<file path="src/rtl/swr_protect_pkg.sv">
// Shared constants for the SWR / supply protection block: register map,
// ADC channel IDs, reset values and the trip-threshold helper.
package swr_protect_pkg;

    // Register offsets (word index, addr[4:2])
    localparam logic [2:0] REG_CTRL       = 3'd0;
    localparam logic [2:0] REG_RHO        = 3'd1;
    localparam logic [2:0] REG_FWD_MIN    = 3'd2;
    localparam logic [2:0] REG_SUPPLY_MAX = 3'd3;
    localparam logic [2:0] REG_TRIP_CNT   = 3'd4;
    localparam logic [2:0] REG_STATUS     = 3'd5;

    // ADC channel IDs
    localparam logic [2:0] CHAN_FWD    = 3'd0;
    localparam logic [2:0] CHAN_REV    = 3'd1;
    localparam logic [2:0] CHAN_SUPPLY = 3'd5;

    // Reset values
    localparam logic [7:0]  RST_RHO        = 8'h80;
    localparam logic [11:0] RST_FWD_MIN    = 12'h100;
    localparam logic [11:0] RST_SUPPLY_MAX = 12'hFFF;
    localparam logic [3:0]  RST_TRIP_CNT   = 4'd3;

    // Compare operand width: 12-bit sample * 256 or * 8-bit RHO fits in 20 bits
    localparam int EVAL_W = 20;
    typedef logic [EVAL_W-1:0] eval_t;

    // A programmed count of 0 behaves like 1 so a single failure can trip
    function automatic logic [3:0] trip_threshold(input logic [3:0] cnt);
        return (cnt == 4'd0) ? 4'd1 : cnt;
    endfunction

endpackage

</file>
<file path="src/rtl/axi_swr_protect_if.sv">
// AXI4-Lite bus bundle for the protection block's register port.
interface axi_swr_protect_if #(
    parameter int ADDR_W = 16,
    parameter int DATA_W = 32
);
    logic [ADDR_W-1:0]   awaddr;
    logic                awvalid;
    logic                awready;
    logic [DATA_W-1:0]   wdata;
    logic [DATA_W/8-1:0] wstrb;
    logic                wvalid;
    logic                wready;
    logic [1:0]          bresp;
    logic                bvalid;
    logic                bready;
    logic [ADDR_W-1:0]   araddr;
    logic                arvalid;
    logic                arready;
    logic [DATA_W-1:0]   rdata;
    logic [1:0]          rresp;
    logic                rvalid;
    logic                rready;

    modport master (
        output awaddr, awvalid, wdata, wstrb, wvalid, bready, araddr, arvalid, rready,
        input  awready, wready, bresp, bvalid, arready, rdata, rresp, rvalid
    );

    modport slave (
        input  awaddr, awvalid, wdata, wstrb, wvalid, bready, araddr, arvalid, rready,
        output awready, wready, bresp, bvalid, arready, rdata, rresp, rvalid
    );
endinterface

</file>
<file path="src/rtl/swr_trip_eval.sv">
// Two-stage "a > b" evaluation with a consecutive-fail counter and a latched
// trip. Stage 1 captures operands on the sample edge, stage 2 registers the
// fail decision, and the counter/trip update on the following edge.
module swr_trip_eval
    import swr_protect_pkg::*;
(
    input  logic       aclk,
    input  logic       aresetn,
    input  logic       i_start,
    input  eval_t      i_a,
    input  eval_t      i_b,
    input  logic       i_gate,
    input  logic       i_enable,
    input  logic       i_flush,
    input  logic       i_clear,
    input  logic [3:0] i_trip_cnt,
    output logic       o_trip
);
    localparam int STAGES = 2;

    logic [STAGES:1] r_vld_pipe;
    eval_t           r_a;
    eval_t           r_b;
    logic            r_gate;
    logic            r_fail;
    logic [3:0]      r_cnt;
    logic            r_trip;

    logic            w_run;
    logic            w_vld_in;
    logic            w_eval;
    logic [3:0]      w_cnt_nxt;
    logic            w_trip_set;

    // A disable write (flush) or enable=0 kills anything in flight
    assign w_run    = i_enable & ~i_flush;
    assign w_vld_in = i_start & w_run;
    assign w_eval   = r_vld_pipe[STAGES] & w_run;

    // Fail increments (saturating at 15), pass clears
    assign w_cnt_nxt  = !r_fail ? 4'd0 : ((r_cnt == 4'hF) ? 4'hF : r_cnt + 4'd1);
    assign w_trip_set = w_eval & r_fail & (w_cnt_nxt >= trip_threshold(i_trip_cnt));

    // Valid shift register tracking the evaluation through both stages
    always_ff @(posedge aclk) begin
        if (!aresetn) r_vld_pipe <= '0;
        else          r_vld_pipe <= w_run ? {r_vld_pipe[STAGES-1:1], w_vld_in} : '0;
    end

    // Stage 1 operand capture, stage 2 fail decision
    always_ff @(posedge aclk) begin
        if (!aresetn) begin
            r_a    <= '0;
            r_b    <= '0;
            r_gate <= 1'b0;
            r_fail <= 1'b0;
        end else begin
            if (w_vld_in) begin
                r_a    <= i_a;
                r_b    <= i_b;
                r_gate <= i_gate;
            end
            if (r_vld_pipe[1]) r_fail <= r_gate && (r_a > r_b);
        end
    end

    // Consecutive-fail counter; an evaluation landing with a clear still counts
    always_ff @(posedge aclk) begin
        if (!aresetn)      r_cnt <= 4'd0;
        else if (!i_enable) r_cnt <= 4'd0;
        else if (w_eval)   r_cnt <= w_cnt_nxt;
        else if (i_clear)  r_cnt <= 4'd0;
    end

    // Latched trip; a set in the same cycle as a clear wins
    always_ff @(posedge aclk) begin
        if (!aresetn)        r_trip <= 1'b0;
        else if (w_trip_set) r_trip <= 1'b1;
        else if (i_clear)    r_trip <= 1'b0;
    end

    assign o_trip = r_trip;

endmodule

</file>
<file path="src/rtl/axi_swr_protect.sv">
// Transmitter protection: trips on sustained high reflected power (SWR) or
// supply over-voltage from ADC samples, with an AXI4-Lite register port.
module axi_swr_protect
    import swr_protect_pkg::*;
#(
    parameter int AXI_DATA_WIDTH = 32,  // must be >= 28 for the STATUS layout
    parameter int AXI_ADDR_WIDTH = 16
) (
    input  logic        aclk,
    input  logic        aresetn,
    input  logic        smp_valid,
    input  logic [2:0]  smp_chan,
    input  logic [11:0] smp_data,
    output logic        tx_inhibit,
    axi_swr_protect_if.slave s_axi
);
    logic                      r_enable;
    logic [7:0]                r_rho;
    logic [11:0]               r_fwd_min;
    logic [11:0]               r_supply_max;
    logic [3:0]                r_trip_cnt;
    logic [11:0]               r_fwd_hold;
    logic                      r_tx_inhibit;
    logic                      r_bvalid;
    logic                      r_arready;
    logic                      r_rvalid;
    logic [AXI_DATA_WIDTH-1:0] r_rdata;

    logic                      w_wr_en;
    logic                      w_rd_en;
    logic [2:0]                w_waddr;
    logic [2:0]                w_raddr;
    logic                      w_ctrl_wr;
    logic                      w_clear;
    logic                      w_flush;
    logic [AXI_DATA_WIDTH-1:0] w_rmux;
    logic                      w_swr_start;
    logic                      w_sup_start;
    eval_t                     w_swr_a;
    eval_t                     w_swr_b;
    logic                      w_swr_gate;
    eval_t                     w_sup_a;
    eval_t                     w_sup_b;
    logic                      w_swr_trip;
    logic                      w_ov_trip;
    logic                      w_unused;

    // Write accepted in the single cycle both channels are valid and no response pending
    assign w_wr_en   = aresetn & s_axi.awvalid & s_axi.wvalid & ~r_bvalid;
    assign w_rd_en   = s_axi.arvalid & r_arready;
    assign w_waddr   = s_axi.awaddr[4:2];
    assign w_raddr   = s_axi.araddr[4:2];
    assign w_ctrl_wr = w_wr_en && (w_waddr == REG_CTRL);
    assign w_clear   = w_ctrl_wr & s_axi.wdata[1];
    assign w_flush   = w_ctrl_wr & ~s_axi.wdata[0];

    assign s_axi.awready = w_wr_en;
    assign s_axi.wready  = w_wr_en;
    assign s_axi.bvalid  = r_bvalid;
    assign s_axi.bresp   = 2'b00;
    assign s_axi.arready = r_arready;
    assign s_axi.rvalid  = r_rvalid;
    assign s_axi.rdata   = r_rdata;
    assign s_axi.rresp   = 2'b00;

    // Address bits outside addr[4:2], upper data bits and strobes are don't-care
    assign w_unused = &{1'b0, s_axi.awaddr[AXI_ADDR_WIDTH-1:5], s_axi.awaddr[1:0],
                        s_axi.araddr[AXI_ADDR_WIDTH-1:5], s_axi.araddr[1:0],
                        s_axi.wdata[AXI_DATA_WIDTH-1:12], s_axi.wstrb};

    // Configuration registers
    always_ff @(posedge aclk) begin
        if (!aresetn) begin
            r_enable     <= 1'b0;
            r_rho        <= RST_RHO;
            r_fwd_min    <= RST_FWD_MIN;
            r_supply_max <= RST_SUPPLY_MAX;
            r_trip_cnt   <= RST_TRIP_CNT;
        end else if (w_wr_en) begin
            case (w_waddr)
                REG_CTRL:       r_enable     <= s_axi.wdata[0];
                REG_RHO:        r_rho        <= s_axi.wdata[7:0];
                REG_FWD_MIN:    r_fwd_min    <= s_axi.wdata[11:0];
                REG_SUPPLY_MAX: r_supply_max <= s_axi.wdata[11:0];
                REG_TRIP_CNT:   r_trip_cnt   <= s_axi.wdata[3:0];
                default: ;
            endcase
        end
    end

    // Write response: raised after the accept edge, held until bready
    always_ff @(posedge aclk) begin
        if (!aresetn)                     r_bvalid <= 1'b0;
        else if (w_wr_en)                 r_bvalid <= 1'b1;
        else if (r_bvalid && s_axi.bready) r_bvalid <= 1'b0;
    end

    // Read data mux
    always_comb begin
        w_rmux = '0;
        case (w_raddr)
            REG_CTRL:       w_rmux[0]     = r_enable;
            REG_RHO:        w_rmux[7:0]   = r_rho;
            REG_FWD_MIN:    w_rmux[11:0]  = r_fwd_min;
            REG_SUPPLY_MAX: w_rmux[11:0]  = r_supply_max;
            REG_TRIP_CNT:   w_rmux[3:0]   = r_trip_cnt;
            REG_STATUS: begin
                w_rmux[0]     = w_swr_trip;
                w_rmux[1]     = w_ov_trip;
                w_rmux[2]     = r_tx_inhibit;
                w_rmux[27:16] = r_fwd_hold;
            end
            default: ;
        endcase
    end

    // Read channel: one outstanding read, arready returns after the R handshake
    always_ff @(posedge aclk) begin
        if (!aresetn) begin
            r_arready <= 1'b1;
            r_rvalid  <= 1'b0;
            r_rdata   <= '0;
        end else if (w_rd_en) begin
            r_arready <= 1'b0;
            r_rvalid  <= 1'b1;
            r_rdata   <= w_rmux;
        end else if (r_rvalid && s_axi.rready) begin
            r_rvalid  <= 1'b0;
            r_arready <= 1'b1;
        end
    end

    // Forward power is tracked even while protection is disabled
    always_ff @(posedge aclk) begin
        if (!aresetn)                               r_fwd_hold <= 12'd0;
        else if (smp_valid && smp_chan == CHAN_FWD) r_fwd_hold <= smp_data;
    end

    // SWR: fail when rev*256 > fwd*RHO, only with enough forward power to be meaningful
    assign w_swr_start = smp_valid && (smp_chan == CHAN_REV);
    assign w_swr_a     = {smp_data, 8'h00};
    assign w_swr_b     = EVAL_W'(r_fwd_hold) * EVAL_W'(r_rho);
    assign w_swr_gate  = (r_fwd_hold >= r_fwd_min);

    // Supply: fail when the sample exceeds the programmed maximum
    assign w_sup_start = smp_valid && (smp_chan == CHAN_SUPPLY);
    assign w_sup_a     = EVAL_W'(smp_data);
    assign w_sup_b     = EVAL_W'(r_supply_max);

    swr_trip_eval u_swr_eval (
        .aclk       (aclk),
        .aresetn    (aresetn),
        .i_start    (w_swr_start),
        .i_a        (w_swr_a),
        .i_b        (w_swr_b),
        .i_gate     (w_swr_gate),
        .i_enable   (r_enable),
        .i_flush    (w_flush),
        .i_clear    (w_clear),
        .i_trip_cnt (r_trip_cnt),
        .o_trip     (w_swr_trip)
    );

    swr_trip_eval u_sup_eval (
        .aclk       (aclk),
        .aresetn    (aresetn),
        .i_start    (w_sup_start),
        .i_a        (w_sup_a),
        .i_b        (w_sup_b),
        .i_gate     (1'b1),
        .i_enable   (r_enable),
        .i_flush    (w_flush),
        .i_clear    (w_clear),
        .i_trip_cnt (r_trip_cnt),
        .o_trip     (w_ov_trip)
    );

    // Registered inhibit, one edge behind the trip latches
    always_ff @(posedge aclk) begin
        if (!aresetn) r_tx_inhibit <= 1'b0;
        else          r_tx_inhibit <= w_swr_trip | w_ov_trip;
    end

    assign tx_inhibit = r_tx_inhibit;

endmodule

</file>
<file path="src/flat_wrapper.sv">
// flat-port wrapper written by rule: the top's interface ports become plain ports
module axi_swr_protect_flat import swr_protect_pkg::*;
#(
    parameter int AXI_DATA_WIDTH = 32,                                        
    parameter int AXI_ADDR_WIDTH = 16
)
  (aclk, aresetn, smp_valid, smp_chan, smp_data, tx_inhibit, s_axi_awaddr, s_axi_awvalid, s_axi_wdata, s_axi_wstrb, s_axi_wvalid, s_axi_bready, s_axi_araddr, s_axi_arvalid, s_axi_rready, s_axi_awready, s_axi_wready, s_axi_bresp, s_axi_bvalid, s_axi_arready, s_axi_rdata, s_axi_rresp, s_axi_rvalid);
  axi_swr_protect_if #(.ADDR_W(16), .DATA_W(32)) s_axi_i ();
  input  logic aclk;
  input  logic aresetn;
  input  logic smp_valid;
  input  logic [2:0] smp_chan;
  input  logic [11:0] smp_data;
  output logic tx_inhibit;
  input wire logic [$bits(s_axi_i.awaddr)-1:0] s_axi_awaddr;
  input wire logic [$bits(s_axi_i.awvalid)-1:0] s_axi_awvalid;
  input wire logic [$bits(s_axi_i.wdata)-1:0] s_axi_wdata;
  input wire logic [$bits(s_axi_i.wstrb)-1:0] s_axi_wstrb;
  input wire logic [$bits(s_axi_i.wvalid)-1:0] s_axi_wvalid;
  input wire logic [$bits(s_axi_i.bready)-1:0] s_axi_bready;
  input wire logic [$bits(s_axi_i.araddr)-1:0] s_axi_araddr;
  input wire logic [$bits(s_axi_i.arvalid)-1:0] s_axi_arvalid;
  input wire logic [$bits(s_axi_i.rready)-1:0] s_axi_rready;
  output wire logic [$bits(s_axi_i.awready)-1:0] s_axi_awready;
  output wire logic [$bits(s_axi_i.wready)-1:0] s_axi_wready;
  output wire logic [$bits(s_axi_i.bresp)-1:0] s_axi_bresp;
  output wire logic [$bits(s_axi_i.bvalid)-1:0] s_axi_bvalid;
  output wire logic [$bits(s_axi_i.arready)-1:0] s_axi_arready;
  output wire logic [$bits(s_axi_i.rdata)-1:0] s_axi_rdata;
  output wire logic [$bits(s_axi_i.rresp)-1:0] s_axi_rresp;
  output wire logic [$bits(s_axi_i.rvalid)-1:0] s_axi_rvalid;
  assign s_axi_i.awaddr = s_axi_awaddr;
  assign s_axi_i.awvalid = s_axi_awvalid;
  assign s_axi_i.wdata = s_axi_wdata;
  assign s_axi_i.wstrb = s_axi_wstrb;
  assign s_axi_i.wvalid = s_axi_wvalid;
  assign s_axi_i.bready = s_axi_bready;
  assign s_axi_i.araddr = s_axi_araddr;
  assign s_axi_i.arvalid = s_axi_arvalid;
  assign s_axi_i.rready = s_axi_rready;
  assign s_axi_awready = s_axi_i.awready;
  assign s_axi_wready = s_axi_i.wready;
  assign s_axi_bresp = s_axi_i.bresp;
  assign s_axi_bvalid = s_axi_i.bvalid;
  assign s_axi_arready = s_axi_i.arready;
  assign s_axi_rdata = s_axi_i.rdata;
  assign s_axi_rresp = s_axi_i.rresp;
  assign s_axi_rvalid = s_axi_i.rvalid;
  axi_swr_protect #(.AXI_DATA_WIDTH(AXI_DATA_WIDTH), .AXI_ADDR_WIDTH(AXI_ADDR_WIDTH)) u_core (.aclk(aclk), .aresetn(aresetn), .smp_valid(smp_valid), .smp_chan(smp_chan), .smp_data(smp_data), .tx_inhibit(tx_inhibit), .s_axi(s_axi_i));
endmodule
</file>
<file path="config.mk">
export PLATFORM = sky130hd
export DESIGN_NAME = axi_swr_protect_flat
export DESIGN_NICKNAME = d
export VERILOG_FILES = /design/src/rtl/swr_protect_pkg.sv /design/src/rtl/axi_swr_protect_if.sv /design/src/rtl/swr_trip_eval.sv /design/src/rtl/axi_swr_protect.sv /design/src/flat_wrapper.sv
export SDC_FILE = /design/constraint.sdc
export NUM_CORES = 1
export LEC_CHECK = 0
export ABC_CLOCK_PERIOD_IN_PS = 9700
export CAP_MARGIN = 10
export CORE_ASPECT_RATIO = 0.9
export CORE_MARGIN = 3
export CORE_UTILIZATION = 45
export CTS_BUF_LIST = sky130_fd_sc_hd__clkbuf_8
export DETAILED_ROUTE_END_ITERATION = 6
export GPL_TIMING_DRIVEN = 1
export PLACE_DENSITY = 0.67
export REMOVE_ABC_BUFFERS = 1
export SETUP_SLACK_MARGIN = 0.15
export SYNTH_ARGS = -nofsm -noshare
export SYNTH_HDL_FRONTEND = slang
export SYNTH_SLANG_ARGS = --single-unit
</file>
<file path="constraint.sdc">
create_clock -name aclk -period 9.7 [get_ports aclk]
set_input_delay 1.94 -clock aclk [delete_from_list [all_inputs] [get_ports aclk]]
set_output_delay 1.94 -clock aclk [all_outputs]
set_load 0.1 [all_outputs]
</file>
==> impl_results.md <==
* Dpl cells at 1517
* Most numerous cell in the Yosys netlist: nand2_1
* Synth top area cells: dfxtp_1 (30%), fa_1 (12%), ha_1 (11%), nand2_1 (6.9%), inv_1 (4.9%)
* Clk slew on worst S/H paths at 90 ps
* Hold path start: u_core.u_swr_eval.r_b[9]
* Post-synth EDFFs at 0
* Routability cong. at 0.808
* DR vias/cell at 5.30
* Syn-to-layout area delta at 12.3%
* Core Region at 21800 um2
* Setup Viol. Count Final at 0
* Vias in the first global route at 8016
* Proportion of layout cells with a drive suffix above 1 at 3.97%
* Post-Synthesis Cells at 1211
* Chip Height at 148 um
* Sequential-to-total area share from yosys stat at 30.0%
* Worst EP arrival at 4400 ps
* Skew final at 13.7 ps
* Setup Buffers After CTS at 0
* PnR worst setup slack at 3360 ps
* # rows at 51
* Worst Path Required at 7760 ps
* Sum of negative setup slack at 0 ps
* Max Freq at 158 MHz
* CTS tree: yes
* Pin count of the biggest net entering global routing at 53
* IO buf count at 70
* Reg2reg end: u_core.u_swr_eval.r_b[18]
* Slew @ Worst Pin at 992 ps
* Cell area after synthesis at 10100 um2
* Vias at 8212
* Area of the die at 24200 um2
* Synth area leader: dfxtp_1
* Critical path startpoint category: input port
* Critical-path maximum fanout at 35
* R2R Setup Slk at 4750 ps
* Antenna Nets Post-Route at 0
* I/O Pins at 133
* RSZ-0062 raised after global routing: false
* 1st-iter DRT viols at 561
* Hold path endpoint: u_core.u_swr_eval.r_b[9]
* P per Cell Area at 115 nW/um2
* Status: completed
* Min-Delay Path Class: reg -> reg
* Final min period at 6340 ps
* Clk Latency, worst-skew pair at 460 ps
* DP Worst Slack at 3340 ps
* WS Path Type: in -> out
* Peak VDD IR at 0.0819 mV
* NumNets Final at 1482
* CTS Buf Count at 17
* Root buf cell: clkbuf_8
* Number of library cell types mapped by synthesis at 64
* Grt total ovfl at 0
* Post-Syn Area per Cell at 8.32 um2
* Post-synth top cells: nand2_1 (186), dfxtp_1 (151), inv_1 (131)
* Initial antenna violation count at 0
* Max Slew Vio Count at 0
* TritonRoute pass-1 iters at 5
* Starting Density at 46.1%
* GRT Total Usage at 21.7%
* Synth top area share at 30.0%
* Final worst path period share at 65.4%
* Ys Warns at 0
* Synthesized flop and latch total at 151
* CP Capture Type: output port
* Cell Count, Final, Fillers Out at 1549
* Async set-reset flop share out of synthesis at 0%
* Routed WL at 25700 um
* Post-route DRC at 0
* Synth Flop Type: dfxtp_1
* WHS Path Cells at 2
* DP HPWL at 18600 um
* Fillers at 2114
* Global-route wire length before repair at 41900 um
* Wirelength per Cell at 16.6 um
* RR Startpoint: u_core.r_rho[4]
* Die W at 164 um
* Max cap viols at 0
* Diode count at 0
* Final hold vios at 0
* Clk buf depth at 2
* Leak at 0.00489 uW
* Max-slew headroom at 33.7%
* Post-cts hold buffer count at 0
* Layout Utilization at 51.8%
* Clock sinks at 151
* Register-to-Register Path Depth at 15
* Htree depth at 4
* Post-CTS sizing at 0
* Tot Pwr at 1300 uW
==> layout by cell type, fill, tap and decap left out, types with 3 or more instances in the layout <==
cell type and instances:
xor2_1 4, and4_1 8, nand2_1 186, nor3_1 13, a22o_1 4, nand3_1 33, fa_1 60, a22oi_1 23
nor2_1 84, nand4_1 5, nor4_1 3, nor2b_1 6, clkinvlp_4 4, o221ai_1 4, nand2b_1 11, buf_4 7
a31oi_1 11, or3_1 4, bufinv_16 4, clkdlybuf4s50_1 70, and3_1 8, and2_1 78, xnor2_1 7, conb_1 12
dfxtp_1 151, a21oi_1 89, mux2i_1 29, a211oi_1 5, o211ai_1 6, a21o_1 17, clkbuf_8 17, o21ai_0 33
or4_1 3, ha_1 86, inv_1 132
==> per-layer routing <==
| metal | GRT usage, % | routed length [um] |
|---|---|---|
| met4 | 5.50 | 346 |
| met2 | 32.5 | 11100 |
| met3 | 3.89 | 1490 |
| met5 | 0 | 0 |
| met1 | 32.3 | 12700 |
==> logic make-up (layout without fill, tap and decap cells) <==
logic type | count (synthesis) | count (layout) | share of synthesized area [%]
simple gates | 453 | 453 | 21.7
mux | 29 | 29 | 2.88
xor+xnor | 11 | 11 | 0.957
flops | 151 | 151 | 30.0
fa+ha+maj | 146 | 146 | 22.6
buf+inv | 205 | 241 | 8.45
other cells | 1 | 12 | 0.0372
compound gates | 215 | 215 | 13.4
==> layout make-up <==
type / count / area, um2 / share of cell area (%)
timing repair buffer: 77 / 753 / 6.66
inverter: 132 / 497 / 4.39
multi-input combinational: 866 / 6240 / 55.1
tap: 291 / 364 / 3.22
clock inverter: 15 / 204 / 1.80
sequential: 151 / 3020 / 26.7
clock buffer: 17 / 234 / 2.07
==> worst max path at each step <==
stage | start | endpoint | cells past startpoint
2_1_floorplan | s_axi_wvalid | s_axi_awready | 1
5_1_grt | aresetn | s_axi_awready | 4
6_report | aresetn | s_axi_awready | 4
4_1_cts | aresetn | s_axi_awready | 4
3_5_place_dp | aresetn | s_axi_awready | 4
3_3_place_gp | aresetn | s_axi_awready | 4
==> where the power goes <==
| part | leakage (uW) | switching [uW] | internal [uW] | total [uW] |
|---|---|---|---|---|
| logic | 0.00346 | 92.9 | 36.9 | 130 |
| registers | 0.00122 | 8.72 | 625 | 634 |
| clock network | 0.000213 | 257 | 282 | 539 |
==> metrics by stage <==
step | hold slack (ps) | instance area [um2]
2_1_floorplan | 429 | 9760
3_3_place_gp | 438 | 10900
3_5_place_dp | 447 | 10900
4_1_cts | 459 | 11300
5_1_grt | 479 | 11300
6_report | 458 | 11300
==> flip-flops by register name (all words and copies together) (netlist names), 2 cells and up <==
| name | count |
|---|---|
| u_core.r_fwd_hold | 12 |
| u_core.r_fwd_min | 12 |
| u_core.r_rho | 8 |
| u_core.r_supply_max | 12 |
| u_core.r_trip_cnt | 4 |
| u_core.s_axi.rdata | 24 |
| u_core.u_sup_eval.r_a | 12 |
| u_core.u_sup_eval.r_b | 12 |
| u_core.u_sup_eval.r_cnt | 4 |
| u_core.u_sup_eval.r_vld_pipe | 2 |
| u_core.u_swr_eval.r_a | 12 |
| u_core.u_swr_eval.r_b | 20 |
| u_core.u_swr_eval.r_cnt | 4 |
| u_core.u_swr_eval.r_vld_pipe | 2 |
==> worst max-delay path: stages <==
cell and delay (ps):
clkdlybuf4s50_1 450, buf_4 380, and4b_1 430, clkdlybuf4s50_1 1190
(Power assumes the default switching activity.)
